## src/rtl/cordic_pre_rotate.sv

```systemverilog
// Two-stage front end for a rotation-mode CORDIC: folds the target angle into [-90,90]
// and hands the downstream stage its starting vector (Vx=K, Vy=0) plus a result-negate flag.
module cordic_pre_rotate #(
    parameter logic signed [18:0] X_INIT = 19'sd79594
) (
    input  logic               clk,
    input  logic               rst,
    input  logic               in_valid,
    output logic               in_ready,
    input  logic signed [8:0]  angle_in,
    output logic               out_valid,
    input  logic               out_ready,
    output logic signed [18:0] Vx,
    output logic signed [18:0] Vy,
    output logic signed [8:0]  Z,
    output logic signed [2:0]  i,
    output logic               flip
);

    // Returns {flip, folded angle}. Angles beyond +/-90 are mirrored by 180 degrees,
    // which negates the rotated vector, so the downstream result must be flipped.
    function automatic logic [9:0] fold_angle(input logic signed [8:0] a);
        logic signed [9:0] a10;
        logic signed [9:0] r10;
        logic              f;
        a10 = {a[8], a};
        if (a10 > 10'sd90) begin
            r10 = a10 - 10'sd180;
            f   = 1'b1;
        end else if (a10 < -10'sd90) begin
            r10 = a10 + 10'sd180;
            f   = 1'b1;
        end else begin
            r10 = a10;
            f   = 1'b0;
        end
        return {f, r10[8:0]};
    endfunction

    logic              r_s1_valid;
    logic signed [8:0] r_s1_z;
    logic              r_s1_flip;
    logic              r_out_valid;
    logic signed [8:0] r_z;
    logic              r_flip;

    logic              w_s2_free;
    logic              w_s1_load;
    logic              w_s1_move;
    logic [9:0]        w_fold;

    assign w_s2_free = !r_out_valid || out_ready;
    assign in_ready  = !r_s1_valid || w_s2_free;
    assign w_s1_load = in_valid && in_ready;
    assign w_s1_move = r_s1_valid && w_s2_free;
    assign w_fold    = fold_angle(angle_in);

    always_ff @(posedge clk) begin
        if (rst) begin
            r_s1_valid  <= 1'b0;
            r_s1_z      <= '0;
            r_s1_flip   <= 1'b0;
            r_out_valid <= 1'b0;
            r_z         <= '0;
            r_flip      <= 1'b0;
        end else begin
            // S2: output register, advances only when downstream can take it
            if (w_s2_free) begin
                r_out_valid <= r_s1_valid;
                if (r_s1_valid) begin
                    r_z    <= r_s1_z;
                    r_flip <= r_s1_flip;
                end
            end
            // S1: folded angle; a new sample may enter on the same edge S1 drains
            if (w_s1_load) begin
                r_s1_valid <= 1'b1;
                r_s1_z     <= signed'(w_fold[8:0]);
                r_s1_flip  <= w_fold[9];
            end else if (w_s1_move) begin
                r_s1_valid <= 1'b0;
            end
        end
    end

    assign out_valid = r_out_valid;
    assign Z         = r_z;
    assign flip      = r_flip;
    assign Vx        = X_INIT;
    assign Vy        = '0;
    assign i         = '0;

endmodule

```

## config.mk

```make
export PLATFORM = sky130hd
export DESIGN_NAME = cordic_pre_rotate
export DESIGN_NICKNAME = d
export VERILOG_FILES = /design/src/rtl/cordic_pre_rotate.sv
export SDC_FILE = /design/constraint.sdc
export NUM_CORES = 1
export LEC_CHECK = 0
export CAP_MARGIN = 5
export CELL_PAD_IN_SITES_DETAIL_PLACEMENT = 0
export CELL_PAD_IN_SITES_GLOBAL_PLACEMENT = 1
export CORE_AREA = 2 2 77 79
export CTS_CLUSTER_SIZE = 14
export DETAILED_ROUTE_END_ITERATION = 16
export DIE_AREA = 0 0 79 81
export GPL_TIMING_DRIVEN = 0
export HOLD_SLACK_MARGIN = 0.1
export PLACE_DENSITY_LB_ADDON = 0.1
export SLEW_MARGIN = 20
export SYNTH_ARGS = -nofsm -noshare
export SYNTH_HDL_FRONTEND = slang
export SYNTH_SLANG_ARGS = --single-unit
```

## constraint.sdc

```tcl
create_clock -name clk -period 3.95 [get_ports clk]
set_clock_uncertainty 0.05 [all_clocks]
set_input_delay 0.79 -clock clk [delete_from_list [all_inputs] [get_ports clk]]
set_output_delay 0.79 -clock clk [all_outputs]
set_load 0.05 [all_outputs]
```

==> out/qor.yml <==
grt:
  antenna_found_initial: 0
  grt_overflow: 0
  grt_max_degree: 13
  first_global_vias: 1095
  grt_first_pass_wirelength_um: 4920
  grt_usage: 0.0979
floorplan:
  num_io_pins: 66
  die_width_um: 79
  die_area_mm2: 0.00640
  die_h_um: 81
  start_util: 0.259
  design.core.area_mm2: 0.00568
  fp-row-count: 28
worst_setup_path:
  critPathMaxFanout: 4
  crit_type: "in2out"
  arrival_ns: 2.30
  critPathCaptureType: "output port"
  path_common_cell: "clkdlybuf4s50_1"
  cp-start-kind: "input port"
  startpoint: "out_ready"
  r2r_slack_ns: 2.40
  max_stage_delay_ns: 0.83
  crit_chain: "clkdlybuf4s50_1 > nand3b_1 > clkdlybuf4s50_1"
  worstReg2RegStart: "out_valid"
  cp_slowest_cell: "clkdlybuf4s50_1"
  cp.required_ns: 3.11
sta:
  period_minus_slack_ns: 3.14
  setup_viol: 0
  fin_hold_ws_ns: 0.410
  grt_setup_unrepaired: "false"
  max_freq_ghz: 0.319
  tns_ns: 0
  hold_viol: 0
  fin_crit_sh: 0.794
  slew_viol_final: 0
routing:
  drc: 0
  drt-total-wl_um: 2920
  first_pass_iters: 2
  via_per_inst: 3.76
  postRouteAntennaNets: 0
  wl_per_cell_um: 9.32
  via_count: 1178
  drt-initial-drc-count: 39
synthesis:
  ys_seq_area_frac: 0.300
  synthCells: 175
  synth_edf_count: 0
  syn_area_mm2: 0.00147
  synth_ff_type: "dfxtp_1"
  syn_avg_cell_area_um2: 8.40
  synth_cell_type_count: 43
  synthArstFlopShare: 0
  yosysWarnings: 0
  ys_ff_latch: 22
final_layout:
  antenna_cells: 0
  area_delta_synth_final_pct: 33.7
  finalNetCount: 255
  nFillCells: 628
  drive_gt1_frac: 0.252
clock_network:
  cts_hold_buf: 0
  cts-root-buf: "clkbuf_8"
  cts.clk_slew.worst_paths_ns: 0.08
  post_cts_buffers: 0
  insertion_delay_ns: 0.26
  cts_tree: "built"
  cts-htree-levels: 1
  clock_path_buffers: 2
  cts_buffers: 3
  cts_resized: 0
  cts_sinks: 22
placement:
  finalWeightedCongestion: 0.783
  dp_hpwl_um: 2310
  portBuffers: 20
status:
  outcome: "finished clean"
power:
  total_power_uw: 620
  p_per_area_mw_per_mm2: 315
  p_leak_uw: 0.000964
  vdd_ir_drop_max_uv: 100
hold_path:
  hp-class: "reg2reg"
  min_from: "r_s1_z[0]"
run:
  drv_cap: 0
path summary, 6_finish.rpt:
check,end,cells after the start
min,r_s1_z[0],2
max reg2reg,r_s1_z[7],5
max,in_ready,3
min reg2reg,r_s1_z[0],2
synth_stat cells (all sizes together) (2+ instances only):
cell type	n	area (um2)
buf	46	347
dfxtp	22	440
nor2	17	63.8
nand2	11	41.3
mux2i	10	100
a21oi	9	45.0
inv	9	33.8
o21ai	9	45.0
clkbuf	4	26.3
a22o	3	27.5
ha	3	37.5
o211ai	3	27.5
a311oi	2	17.5
a31oi	2	12.5
conb	2	7.51
nor3	2	10.0
o22ai	2	18.8
xor2	2	17.5
metrics by stage:
step	worst slack [ns]	instances	instance area, um2	util
6_report	0.812	313	1970	0.346
5_1_grt	0.723	313	1970	0.346
4_1_cts	0.806	313	1970	0.346
3_5_place_dp	0.811	309	1910	0.337
3_3_place_gp	0.826	309	1910	0.337
2_1_floorplan	1.67	214	1620	-
state kept, by name (all words and copies together), names as in the netlist:
name and flops:
out_valid 1, Z 9, r_s1_valid 1, r_s1_flip 1
r_s1_z 9, flip 1
critical path, delay by kind of cell:
family / cells / cell delay [ns]
and+or+nand+nor: 1 / 0.18
buffers and inverters: 2 / 1.33
power breakdown:
group	total [uW]	internal (uW)	leakage [uW]	switching, uW
clock	159	88.8	0.0000288	70.2
sequential	241	234	0.000180	6.69
combinational	220	72.0	0.000755	148
placed cells by master, fill, tap and decap left out, types with 3 or more instances in the layout:
cell type         n
buf_4            42
conb_1           41
dfxtp_1          22
clkdlybuf4s50_1  20
nor2_1           17
nand2_1          11
mux2i_1          10
inv_1             9
a21oi_1           9
o21ai_0           9
clkbuf_8          5
ha_1              3
cell type report:
class | count | area, um2 | area share
repair buffers | 20 | 200 | 0.102
clock buffers | 4 | 55.1 | 0.0280
well taps | 75 | 93.8 | 0.0477
plain buffers | 50 | 373 | 0.190
inverters | 9 | 33.8 | 0.0172
multi-input cells | 133 | 769 | 0.391
flip-flops and latches | 22 | 440 | 0.224
logic make-up after synthesis:
group / after synthesis / share of synthesized area
xor+xnor: 3 / 0.0179
buf+inv: 59 / 0.277
fa+ha+maj: 3 / 0.0255
mux: 10 / 0.0681
simple gates: 40 / 0.132
other cells: 2 / 0.00511
compound gates: 36 / 0.175
flops: 22 / 0.300
metal layers:
metal  GRT usage  share of wire
met1       0.126           0.50
met2       0.158           0.43
met3      0.0144          0.050
met4      0.0517          0.023
met5           0              0
(Power assumes the default switching activity.)
